File: src/rtl/screen_fader_if.sv
// screen_fader_if: pixel, frame and fade-control signals between the display
// pipeline and the screen fader.
//   frame_start  - one-cycle pulse per frame (start of vertical blank)
//   blank        - active-low display enable (0 = blanking interval)
//   pixel_color  - {R, G, B} from the palette stage
//   fade_out_req - one-cycle request to fade to black
//   fade_in_req  - one-cycle request to fade to full brightness
//   red/green/blue - registered, scaled colour for the DAC
//   level        - current brightness, 0..16
//   busy         - high while a fade is in progress
//   fade_done    - one-cycle pulse when a fade completes
// master: drives the pixel/frame/request side; slave: the fader.
interface screen_fader_if;
    logic        frame_start;
    logic        blank;
    logic [23:0] pixel_color;
    logic        fade_out_req;
    logic        fade_in_req;
    logic [7:0]  red;
    logic [7:0]  green;
    logic [7:0]  blue;
    logic [4:0]  level;
    logic        busy;
    logic        fade_done;

    modport master (
        output frame_start, blank, pixel_color, fade_out_req, fade_in_req,
        input  red, green, blue, level, busy, fade_done
    );

    modport slave (
        input  frame_start, blank, pixel_color, fade_out_req, fade_in_req,
        output red, green, blue, level, busy, fade_done
    );
endinterface

File: src/rtl/screen_fader.sv
// screen_fader: scales the palette colour by a global brightness level
// (0..16) and runs frame-synchronous fade-to-black / fade-from-black
// transitions. Blanking forces the output to black.
//   Clk   - pixel clock
//   Reset - asynchronous, active-high reset
//   bus   - screen_fader_if slave (pixel in, scaled colour and status out)
// Colour output has one cycle of latency relative to pixel_color/blank.
module screen_fader #(
    parameter int unsigned FRAMES_PER_STEP = 2
) (
    input  logic           Clk,
    input  logic           Reset,
    screen_fader_if.slave  bus
);
    typedef enum logic [1:0] {
        VISIBLE,
        FADE_OUT,
        BLACK,
        FADE_IN
    } state_t;

    localparam logic [7:0] STEP_LAST = 8'(FRAMES_PER_STEP - 1);

    state_t     state, state_next;
    logic [4:0] level_q, level_next;
    logic [7:0] frame_cnt, frame_cnt_next;
    logic       done_q, done_next;
    logic [7:0] red_q, green_q, blue_q;

    // (c * level) >> 4 with a 13-bit product; level 16 is exact passthrough.
    function automatic logic [7:0] scale(input logic [7:0] c, input logic [4:0] l);
        logic [12:0] p;
        p = 13'(c) * 13'(l);
        return 8'(p >> 4);
    endfunction

    always_ff @(posedge Clk or posedge Reset) begin
        if (Reset) begin
            state     <= VISIBLE;
            level_q   <= 5'd16;
            frame_cnt <= '0;
            done_q    <= 1'b0;
            red_q     <= '0;
            green_q   <= '0;
            blue_q    <= '0;
        end else begin
            state     <= state_next;
            level_q   <= level_next;
            frame_cnt <= frame_cnt_next;
            done_q    <= done_next;
            // Scaling uses the level held during this cycle; a step taken at
            // this edge only affects the next pixel.
            red_q     <= bus.blank ? scale(bus.pixel_color[23:16], level_q) : '0;
            green_q   <= bus.blank ? scale(bus.pixel_color[15:8],  level_q) : '0;
            blue_q    <= bus.blank ? scale(bus.pixel_color[7:0],   level_q) : '0;
        end
    end

    always_comb begin
        state_next     = state;
        level_next     = level_q;
        frame_cnt_next = frame_cnt;
        done_next      = 1'b0;
        unique case (state)
            VISIBLE: begin
                if (bus.fade_out_req) begin
                    state_next     = FADE_OUT;
                    frame_cnt_next = '0;
                end
            end
            BLACK: begin
                if (bus.fade_in_req) begin
                    state_next     = FADE_IN;
                    frame_cnt_next = '0;
                end
            end
            FADE_OUT: begin
                if (bus.frame_start) begin
                    if (frame_cnt == STEP_LAST) begin
                        frame_cnt_next = '0;
                        level_next     = level_q - 5'd1;
                        if (level_q == 5'd1) begin
                            state_next = BLACK;
                            done_next  = 1'b1;
                        end
                    end else begin
                        frame_cnt_next = frame_cnt + 8'd1;
                    end
                end
            end
            FADE_IN: begin
                if (bus.frame_start) begin
                    if (frame_cnt == STEP_LAST) begin
                        frame_cnt_next = '0;
                        level_next     = level_q + 5'd1;
                        if (level_q == 5'd15) begin
                            state_next = VISIBLE;
                            done_next  = 1'b1;
                        end
                    end else begin
                        frame_cnt_next = frame_cnt + 8'd1;
                    end
                end
            end
            default: ;
        endcase
    end

    assign bus.red       = red_q;
    assign bus.green     = green_q;
    assign bus.blue      = blue_q;
    assign bus.level     = level_q;
    assign bus.busy      = (state == FADE_OUT) || (state == FADE_IN);
    assign bus.fade_done = done_q;
endmodule
File: src/flat_wrapper.sv
// flat-port wrapper written by rule: the top's interface ports become plain ports
module screen_fader_flat 
#(
    parameter int unsigned FRAMES_PER_STEP = 2
)
  (Clk, Reset, bus_frame_start, bus_blank, bus_pixel_color, bus_fade_out_req, bus_fade_in_req, bus_red, bus_green, bus_blue, bus_level, bus_busy, bus_fade_done);
  screen_fader_if bus_i ();
  input  logic Clk;
  input  logic Reset;
  input wire logic [$bits(bus_i.frame_start)-1:0] bus_frame_start;
  input wire logic [$bits(bus_i.blank)-1:0] bus_blank;
  input wire logic [$bits(bus_i.pixel_color)-1:0] bus_pixel_color;
  input wire logic [$bits(bus_i.fade_out_req)-1:0] bus_fade_out_req;
  input wire logic [$bits(bus_i.fade_in_req)-1:0] bus_fade_in_req;
  output wire logic [$bits(bus_i.red)-1:0] bus_red;
  output wire logic [$bits(bus_i.green)-1:0] bus_green;
  output wire logic [$bits(bus_i.blue)-1:0] bus_blue;
  output wire logic [$bits(bus_i.level)-1:0] bus_level;
  output wire logic [$bits(bus_i.busy)-1:0] bus_busy;
  output wire logic [$bits(bus_i.fade_done)-1:0] bus_fade_done;
  assign bus_i.frame_start = bus_frame_start;
  assign bus_i.blank = bus_blank;
  assign bus_i.pixel_color = bus_pixel_color;
  assign bus_i.fade_out_req = bus_fade_out_req;
  assign bus_i.fade_in_req = bus_fade_in_req;
  assign bus_red = bus_i.red;
  assign bus_green = bus_i.green;
  assign bus_blue = bus_i.blue;
  assign bus_level = bus_i.level;
  assign bus_busy = bus_i.busy;
  assign bus_fade_done = bus_i.fade_done;
  screen_fader #(.FRAMES_PER_STEP(FRAMES_PER_STEP)) u_core (.Clk(Clk), .Reset(Reset), .bus(bus_i));
endmodule
File: config.mk
export PLATFORM = sky130hd
export DESIGN_NAME = screen_fader_flat
export DESIGN_NICKNAME = d
export VERILOG_FILES = /design/src/rtl/screen_fader_if.sv /design/src/rtl/screen_fader.sv /design/src/flat_wrapper.sv
export SDC_FILE = /design/constraint.sdc
export NUM_CORES = 1
export LEC_CHECK = 0
export CAP_MARGIN = 20
export CELL_PAD_IN_SITES_DETAIL_PLACEMENT = 2
export CELL_PAD_IN_SITES_GLOBAL_PLACEMENT = 2
export CORE_ASPECT_RATIO = 1.75
export CORE_MARGIN = 1.5
export CORE_UTILIZATION = 35
export DETAILED_ROUTE_END_ITERATION = 8
export PLACE_DENSITY = 0.88
export SYNTH_ARGS = -nofsm -noshare
export SYNTH_HDL_FRONTEND = slang
export SYNTH_SLANG_ARGS = --single-unit
File: constraint.sdc
create_clock -name Clk -period 4.7 [get_ports Clk]
set_clock_uncertainty 0.2 [all_clocks]
set_input_delay 0.705 -clock Clk [delete_from_list [all_inputs] [get_ports Clk]]
set_output_delay 0.705 -clock Clk [all_outputs]
set_load 0.05 [all_outputs]
==> run_results.csv, run 1 <==
group,metric,value,unit
routing,drc,0,
cts,clock-sinks,40,
critical_path,cp-start-kind,"primary input",
placed_design,numPortBuffers,60,
grt,gr-total-overflow,0,
critical_path,worstReg2RegEnd,"u_core.bus.green[5]",
timing,setup_viol,0,
logic_synthesis,ys.flop_type,"dfrtp_1",
timing,drv_slew,0,
cts,h-tree-depth,2,
logic_synthesis,avgSynthCellArea,8.888,µm²
timing,fmax,221.2,MHz
layout,drive_gt1_frac,0.06200,
layout,fin_cells,806,
layout,nets,770,
logic_synthesis,ys.warnings.count,0,
timing,fin_crit_sh,0.9620,
placed_design,dp_hpwl,12130,µm
timing,slew-limit-headroom,0.3830,
cts,cts.clk_slew.worst_paths,0.06,ns
logic_synthesis,yosysSeqAreaShare,0.2014,
routing,viasPerCell,5.205,
timing,tightest_slew,0.9254,ns
critical_path,critical_path.most_common_cell,"fa_1",
layout,fill_cells,1537,
logic_synthesis,yosysTopAreaCellShare,0.1961,
cts,cts_buffers,5,
logic_synthesis,syn-num-nets,702,
layout,finalInstanceArea,6118,µm²
worst_hold_path,hp-class,"reg -> reg",
grt,first_global_vias,5045,
outcome,status,"completed",
cts,clk_latency,0.29,ns
critical_path,cp-startpoint,"bus_pixel_color[9]",
die,dieWidth,93.15,µm
critical_path,r2r-start,"u_core.bus.level[4]",
critical_path,slowest_stage,"clkdlybuf4s50_1",
routing,vias,4195,
logic_synthesis,async_flop_share,1.000,
die,die_y,160.8,µm
worst_hold_path,min-delay-start,"u_core.frame_cnt[0]",
die,num_rows,57,
critical_path,r2r_slack,0.31,ns
critical_path,endpoint,"u_core.bus.green[5]",
critical_path,critPathBufInv,2,
critical_path,worstPathRequired,4.63,ns
routing,wl_per_cell,18.40,µm
layout,area_delta_synth_final,22.93,%
die,core_area,13910,µm²
routing,dr.pass1.iters,4,
critical_path,crit_type,"in -> reg",
die,initial_utilization,0.3579,
logic_synthesis,synth_edf_count,0,
critical_path,max_stage_delay,0.56,ns
logic_synthesis,yosysTopAreaCell,"dfrtp_1",
placed_design,dpl.cell_count,798,
routing,totalWireLength,14830,µm
critical_path,crit_fanout,6,
die,dieArea,14970,µm²
placed_design,place_area,5923,µm²
logic_synthesis,synth_area,4977,µm²
critical_path,end_kind,"flip-flop",
placed_design,dp_worst_setup_slack,-0.1393,ns
critical_path,worst-path-stages,12,
logic_synthesis,synth.distinct_cells,47,
critical_path,crit_chain,"clkdlybuf4s50_1 > nand2_1 > fa_1 > fa_1 > fa_1 > inv_1 > ha_1 > a21oi_1 > o22ai_1 > a221oi_2 > xor2_1 > nor2_1",
placed_design,gp_congestion,0.8165,
logic_synthesis,yosys-top-cells-area,"dfrtp_1 (20%), fa_1 (19%), ha_1 (16%), and2_1 (9.0%), inv_1 (6.6%)",
routing,ant_nets,0,
grt,antenna_found_initial,0,
timing,setup_slack,0.1788,ns
grt,grt_pass1_wl,24910,µm
cts,cts_tree,"yes",
layout,n_antenna_cell,0,
critical_path,r2r_cells,12,
logic_synthesis,synthTopCellsByCount,"inv_1 (87), and2_1 (72), ha_1 (64), nand2_1 (54), fa_1 (48)",
routing,drt_iter0_drc,79,
logic_synthesis,synth_cells,560,
cts,cts_setup_buffers,0,
cts,cts.path.max_buffers,2,
grt,grt_max_degree,28,
die,boundaryPins,61,
timing,period_needed,4.521,ns
cts,clockRootBuffer,"clkbuf_16",
critical_path,worstPathArrival,4.45,ns
timing,hold_violations,0,
logic_synthesis,synth-seq-cells,40,
logic_synthesis,yosys.cell_count.top_type,"inv_1",
grt,grt_use_total,0.2145,
critical_path,critPathTopFamily,"adder cells",
flow_run,maxCapViolations,0,
-- metrics by stage --
stage,util,hold slack [ns],TNS [ns]
final,0.4399,0.3696,0
after global routing,0.4399,0.4218,-0.01517
after CTS,0.4390,0.3796,0
after detailed placement,0.4259,0.3606,-0.5080
after global placement,0.4239,0.3221,0
after floorplan,-,0.3030,0
-- metal layers --
layer | GRT usage | vias to the layer above | wire length, µm
met5 | 0 | - | 0
met4 | 0.09711 | 0 | 485
met3 | 0.02131 | 30 | 261
met2 | 0.4393 | 71 | 8979
met1 | 0.2033 | 2163 | 5102
li1 | - | 1931 | -
-- state kept, by name (all words and copies together), names as in the netlist --
register              cells
u_core.state              2
u_core.frame_cnt          8
u_core.bus.fade_done      1
u_core.bus.level          5
u_core.bus.blue           8
u_core.bus.green          8
u_core.bus.red            8
-- logic make-up after synthesis --
group           share of synthesized area
compound gates                    0.07919
simple gates                       0.2164
buf+inv                           0.07994
flops                              0.2014
fa+ha+maj                          0.3539
mux                               0.01106
xor+xnor                          0.05807
-- how the worst min path moves through the flow --
stage / slack, ns / end / depth (start not counted)
floorplan: 0.30 / u_core.frame_cnt[7] / 2
global placement: 0.32 / u_core.frame_cnt[7] / 2
detailed placement: 0.36 / u_core.frame_cnt[7] / 2
CTS: 0.38 / u_core.frame_cnt[1] / 1
global route: 0.42 / u_core.frame_cnt[1] / 1
finish: 0.37 / u_core.frame_cnt[0] / 1
-- cell usage in the layout (no fill, tap or decap), types with 3 or more instances in the layout --
cell type | synthesis | layout
xor2_1 | 12 | 12
fa_1 | 48 | 48
and3_1 | 7 | 7
clkdlybuf4s50_1 | 0 | 59
o21ai_0 | 8 | 8
a21o_1 | 5 | 5
nand2_1 | 54 | 54
and2_1 | 72 | 72
buf_4 | 0 | 17
ha_1 | 64 | 64
mux2i_1 | 4 | 4
xnor2_1 | 21 | 21
o21bai_1 | 3 | 3
clkbuf_16 | 0 | 5
nand3_1 | 6 | 6
or3_1 | 4 | 4
nor3_1 | 4 | 4
inv_1 | 87 | 87
nor2_1 | 35 | 35
a31oi_1 | 4 | 4
o22ai_1 | 3 | 3
a21oi_1 | 18 | 17
nand4_1 | 9 | 9
dfrtp_1 | 39 | 39
-- cell type report --
type / instances / area (µm²) / area share
tap: 177 / 221.5 / 0.03620
clock inverter: 1 / 30.03 / 0.004908
inverter: 87 / 326.6 / 0.05337
multi-input combinational: 414 / 3587 / 0.5863
timing repair buffer: 80 / 798.3 / 0.1305
sequential: 40 / 1002 / 0.1638
clock buffer: 7 / 152.6 / 0.02495
-- worst reg2reg max path, cell delays in order, from the launching register on --
cell and delay [ns]:
dfstp_2 0.65, buf_12 0.20, nand2_1 0.09, fa_1 0.51
fa_1 0.52, fa_1 0.56, inv_1 0.05, ha_1 0.34
a21oi_1 0.27, o22ai_1 0.19, a221oi_2 0.33, xor2_1 0.24
nor2_1 0.09
-- what timing repair did --
item,CTS,global route
hold buffers,0,0
setup endpoints to repair,0,3
endpoints found under the hold margin,0,0
gates resized for setup,0,3
Power of run 1 is not shown: default switching activity piles up to over one toggle a cycle in this logic, so the estimate is an artifact.
==> run 2: changes to the inputs <==
- PLACE_DENSITY: 0.88 -> unset
- PLACE_DENSITY_LB_ADDON: unset -> 0.1
==> run 2 against run 1 <==
Register-to-register slack worse by 0.04 ns. Clock-buffer cell count is 2 lower. Worst setup slack better by 0.034 ns. Die area stayed put. First-iteration DRC count is 16% lower. Maximum frequency is 0.76% higher. Sequential share of layout area hardly changed. Critical path type unchanged. Non-clock buffer count is 8 higher. Global-route usage is 1.3 points lower. Worst hold slack worse by 0.014 ns.
==> run_results.csv, run 2 (synthesized netlist as in run 1, its figures left out) <==
group,metric,value,unit
die,core_area,13910,µm²
worst_hold_path,hp-class,"reg -> reg",
outcome,status,"completed",
pwr,combPwrFrac,0.783,
routing,dr.pass1.iters,4,
timing,slew-limit-headroom,0.3022,
layout,area_delta_synth_final,22.75,%
critical_path,worstPathRequired,4.69,ns
timing,setup_tns,0,ns
routing,drc,0,
critical_path,cp-start-kind,"primary input",
cts,cts_resized,0,
pwr,p_per_area,795.4,nW/µm²
cts,cts.clk_slew.worst_paths,0.07,ns
timing,drv_slew,0,
critical_path,cp-startpoint,"bus_pixel_color[1]",
timing,tightest_slew,1.047,ns
timing,fin_crit_sh,0.9547,
cts,cts_setup_buffers,0,
pwr,ir_drop,273.7,µV
cts,clock-sinks,40,
routing,vias,4123,
layout,nets,778,
die,dieArea,14970,µm²
cts,cts_buffers,5,
pwr,clkPwrFrac,0.086,
flow_run,maxCapViolations,0,
cts,clk_latency,0.29,ns
die,die_y,160.8,µm
critical_path,worstPathArrival,4.48,ns
die,boundaryPins,61,
grt,gr-total-overflow,0,
critical_path,crit_fanout,5,
critical_path,worstReg2RegEnd,"u_core.bus.blue[4]",
pwr,p_int,2.335,mW
timing,hold_violations,0,
routing,wl_per_cell,16.92,µm
grt,grt_pass1_wl,23710,µm
cts,clockRootBuffer,"clkbuf_16",
placed_design,place_area,5938,µm²
placed_design,dp_worst_setup_slack,-0.1182,ns
grt,antenna_found_initial,0,
timing,setup_viol,0,
layout,layout.cells.most_common,"inv_1",
cts,h-tree-depth,2,
timing,period_needed,4.487,ns
placed_design,gp_congestion,0.7542,
timing,setup_slack,0.2128,ns
critical_path,end_kind,"flip-flop",
cts,cts.path.max_buffers,2,
routing,viasPerCell,5.065,
routing,ant_nets,0,
grt,grt_use_total,0.2015,
timing,rsz0062_at_grt,"false",
layout,n_antenna_cell,0,
layout,fill_cells,1578,
cts,hold_buffers,0,
critical_path,endpoint,"u_core.bus.blue[4]",
pwr,p_leak,3.048,nW
die,initial_utilization,0.3579,
critical_path,r2r_slack,0.27,ns
timing,fmax,222.9,MHz
placed_design,dp_hpwl,11310,µm
grt,grt_max_degree,41,
routing,drt_iter0_drc,66,
placed_design,numPortBuffers,60,
grt,first_global_vias,4897,
cts,cts_tree,"yes",
critical_path,r2r_cells,12,
layout,utilization,0.4393,
pwr,switching_share,0.5195,
routing,totalWireLength,13770,µm
layout,finalInstanceArea,6110,µm²
die,num_rows,57,
pwr,p_sw,2.525,mW
pwr,seqPwrFrac,0.131,
layout,drive_gt1_frac,0.07064,
critical_path,crit_type,"in -> reg",
critical_path,r2r-start,"u_core.bus.level[3]",
layout,final_cell_mix,"inv_1 (86), and2_1 (72), ha_1 (64)",
die,dieWidth,93.15,µm
==> run 2: area by class of cell <==
type,count,area (µm²),area share
multi-input combinational,414,3577,0.5855
sequential,40,1002,0.1640
timing repair buffer,88,810.8,0.1327
inverter,87,326.6,0.05345
tap,177,221.5,0.03625
clock buffer,5,125.1,0.02048
clock inverter,3,46.29,0.007577
==> run 2: per-stage QoR <==
step	hold WS, ns	cells	power, mW
2_1_floorplan	0.3030	560	3.336
3_3_place_gp	0.3271	806	4.318
3_5_place_dp	0.3515	806	4.512
4_1_cts	0.3600	814	4.986
5_1_grt	0.3979	814	5.444
6_report	0.3554	814	4.859
==> run 2: routing by layer <==
layer | share of wire | track usage | up-vias | wire, µm
met1 | 0.37 | 0.2136 | 2122 | 5027
li1 | - | - | 1948 | -
met5 | 0 | 0 | - | 0
met2 | 0.61 | 0.4117 | 44 | 8333
met4 | 0.015 | 0.05579 | 0 | 208
met3 | 0.015 | 0.009943 | 9 | 203
==> run 2: worst min path at each step <==
stage / startpoint / end / slack, ns / cells past startpoint
after floorplan: u_core.frame_cnt[7] / u_core.frame_cnt[7] / 0.30 / 2
after global placement: u_core.frame_cnt[7] / u_core.frame_cnt[7] / 0.33 / 2
after detailed placement: u_core.frame_cnt[7] / u_core.frame_cnt[7] / 0.35 / 2
after CTS: u_core.frame_cnt[7] / u_core.frame_cnt[7] / 0.36 / 2
after global routing: u_core.frame_cnt[7] / u_core.frame_cnt[7] / 0.40 / 2
final: u_core.frame_cnt[7] / u_core.frame_cnt[7] / 0.36 / 2
==> run 2: worst max-delay path, cell delays in order <==
cell	delay, ns
clkdlybuf4s50_1	0.45
and2_1	0.20
fa_1	0.50
fa_1	0.55
inv_1	0.06
fa_1	0.53
inv_1	0.04
ha_1	0.33
nand4_1	0.13
o2111ai_1	0.46
or3_1	0.20
a21oi_1	0.07
a211oi_1	0.25
==> run 2: power groups by stage <==
| stage | sequential, mW | clock [mW] | combinational [mW] |
|---|---|---|---|
| global route | 0.663 | 0.432 | 4.35 |
| detailed placement | 0.654 | 0 | 3.86 |
| finish | 0.636 | 0.416 | 3.81 |
| floorplan | 0.857 | 0 | 2.48 |
| CTS | 0.648 | 0.424 | 3.91 |
| global placement | 0.639 | 0 | 3.68 |
(Power assumes the default switching activity.)
==> run 3: changes to the inputs <==
- GPL_TIMING_DRIVEN: unset -> 0
- SKIP_LAST_GASP: unset -> 1
==> run 3 against run 2 <==
Worst setup slack got worse by 0.099 ns. Sequential share of layout area rose by 0.37 points. Register-to-register slack got worse by 0.07 ns. Worst hold slack improved by 0.0012 ns. Flip-flop and latch count did not move. Via count rose by 0.17%. Critical path type unchanged. Largest cell class unchanged.
==> run_results.csv, run 3 (synthesized netlist as in run 1, its figures left out) <==
group,metric,value,unit
routing,wl_per_cell,17.69,µm
cts,clock-sinks,40,
cts,cts.clk_slew.worst_paths,0.06,ns
grt,gr-total-overflow,0,
cts,hold_buffers,0,
critical_path,r2r_slack,0.20,ns
die,boundaryPins,61,
cts,clockRootBuffer,"clkbuf_16",
grt,grt_max_degree,41,
cts,cts.path.max_buffers,2,
placed_design,gp_congestion,0.7822,
critical_path,crit_fanout,5,
routing,dr.pass1.iters,4,
cts,h-tree-depth,2,
cts,clk_latency,0.29,ns
critical_path,critical_path.most_common_cell,"fa_1",
placed_design,dpl.cell_count,797,
worst_hold_path,min_path_cells,1,
routing,drc,0,
critical_path,r2r_cells,13,
critical_path,slowest_stage,"fa_1",
timing,tightest_slew,0.8802,ns
critical_path,crit_type,"in -> reg",
worst_hold_path,hp-class,"reg -> reg",
critical_path,crit_chain,"clkdlybuf4s50_1 > and2_1 > fa_1 > fa_1 > inv_1 > fa_1 > inv_1 > ha_1 > nand4_1 > o2111ai_4 > or3_4 > a21oi_1 > a211oi_2",
critical_path,end_kind,"flip-flop",
timing,rsz0062_at_grt,"true",
routing,ant_nets,0,
layout,layout.cells.most_common,"inv_1",
die,dieArea,14970,µm²
grt,grt_use_total,0.2037,
die,die_y,160.8,µm
flow_run,maxCapViolations,0,
grt,grt_pass1_wl,23850,µm
timing,period_needed,4.586,ns
layout,finalInstanceArea,6012,µm²
layout,n_antenna_cell,0,
grt,antenna_found_initial,0,
critical_path,worstPathArrival,4.53,ns
layout,nets,766,
cts,cts_buffers,5,
timing,setup_slack,0.1142,ns
outcome,status,"completed",
timing,fin_crit_sh,0.9757,
placed_design,numPortBuffers,60,
layout,fin_cells,802,
grt,first_global_vias,4844,
layout,final_cell_mix,"inv_1 (86), and2_1 (72), ha_1 (64)",
critical_path,cp-start-kind,"primary input",
critical_path,critPathBufInv,3,
timing,hold_violations,0,
critical_path,worstPathRequired,4.64,ns
critical_path,r2r-start,"u_core.bus.level[4]",
die,core_area,13910,µm²
placed_design,dp_hpwl,11770,µm
routing,vias,4130,
placed_design,dp_worst_setup_slack,-0.6222,ns
timing,drv_slew,0,
timing,fmax,218.1,MHz
critical_path,critPathTopFamily,"adder cells",
layout,utilization,0.4323,
timing,setup_viol,0,
layout,area_delta_synth_final,20.79,%
critical_path,max_stage_delay,0.56,ns
layout,drive_gt1_frac,0.05120,
layout,fill_cells,1553,
cts,cts_tree,"yes",
critical_path,worstReg2RegEnd,"u_core.bus.blue[4]",
routing,totalWireLength,14190,µm
worst_hold_path,whs_endpoint,"u_core.frame_cnt[0]",
die,initial_utilization,0.3579,
routing,drt_iter0_drc,65,
die,num_rows,57,
timing,slew-limit-headroom,0.4123,
routing,viasPerCell,5.150,
die,dieWidth,93.15,µm
placed_design,place_area,5799,µm²
worst_hold_path,min-delay-start,"u_core.frame_cnt[0]",
## run 3: through the flow
step / setup TNS, ns / hold slack, ns
floorplan: 0 / 0.3030
global placement: -4.349 / 0.3265
detailed placement: -6.651 / 0.3520
CTS: -0.07327 / 0.3652
global route: -0.05873 / 0.4129
finish: 0 / 0.3565
## run 3: routing by layer
layer / vias to the layer above / GRT usage / part of all wire
met3: 15 / 0.01326 / 0.016
met4: 0 / 0.05441 / 0.016
met5: - / 0 / 0
met2: 51 / 0.4207 / 0.61
met1: 2139 / 0.2107 / 0.36
li1: 1925 / - / -
## run 3: layout make-up
class	instances	area (µm²)	share of cell area
Sequential cell	40	1008	0.1677
Multi-Input combinational cell	414	3625	0.6029
Timing Repair Buffer	60	600.6	0.09990
Buffer	16	73.82	0.01228
Clock buffer	8	156.4	0.02601
Tap cell	177	221.5	0.03684
Inverter	87	326.6	0.05432
## run 3: timing repair
item,CTS,global route
endpoints found under the setup margin,20,15
gates cloned,0,0
setup buffers,0,0
gates resized for setup,5,19
pin swaps,0,0
## run 3: how the worst max path moves through the flow
stage | from | endpoint | slack [ns] | depth (start not counted)
after global placement | u_core.bus.level[4] | u_core.bus.blue[4] | -0.44 | 14
final | bus_pixel_color[1] | u_core.bus.blue[4] | 0.11 | 13
after global routing | bus_pixel_color[1] | u_core.bus.blue[4] | -0.06 | 13
after floorplan | u_core.bus.level[4] | u_core.bus.blue[4] | 0.28 | 13
after detailed placement | u_core.bus.level[4] | u_core.bus.blue[4] | -0.62 | 14
after CTS | u_core.bus.level[2] | u_core.bus.blue[4] | -0.07 | 13
Power of run 3 is left out for the same reason.
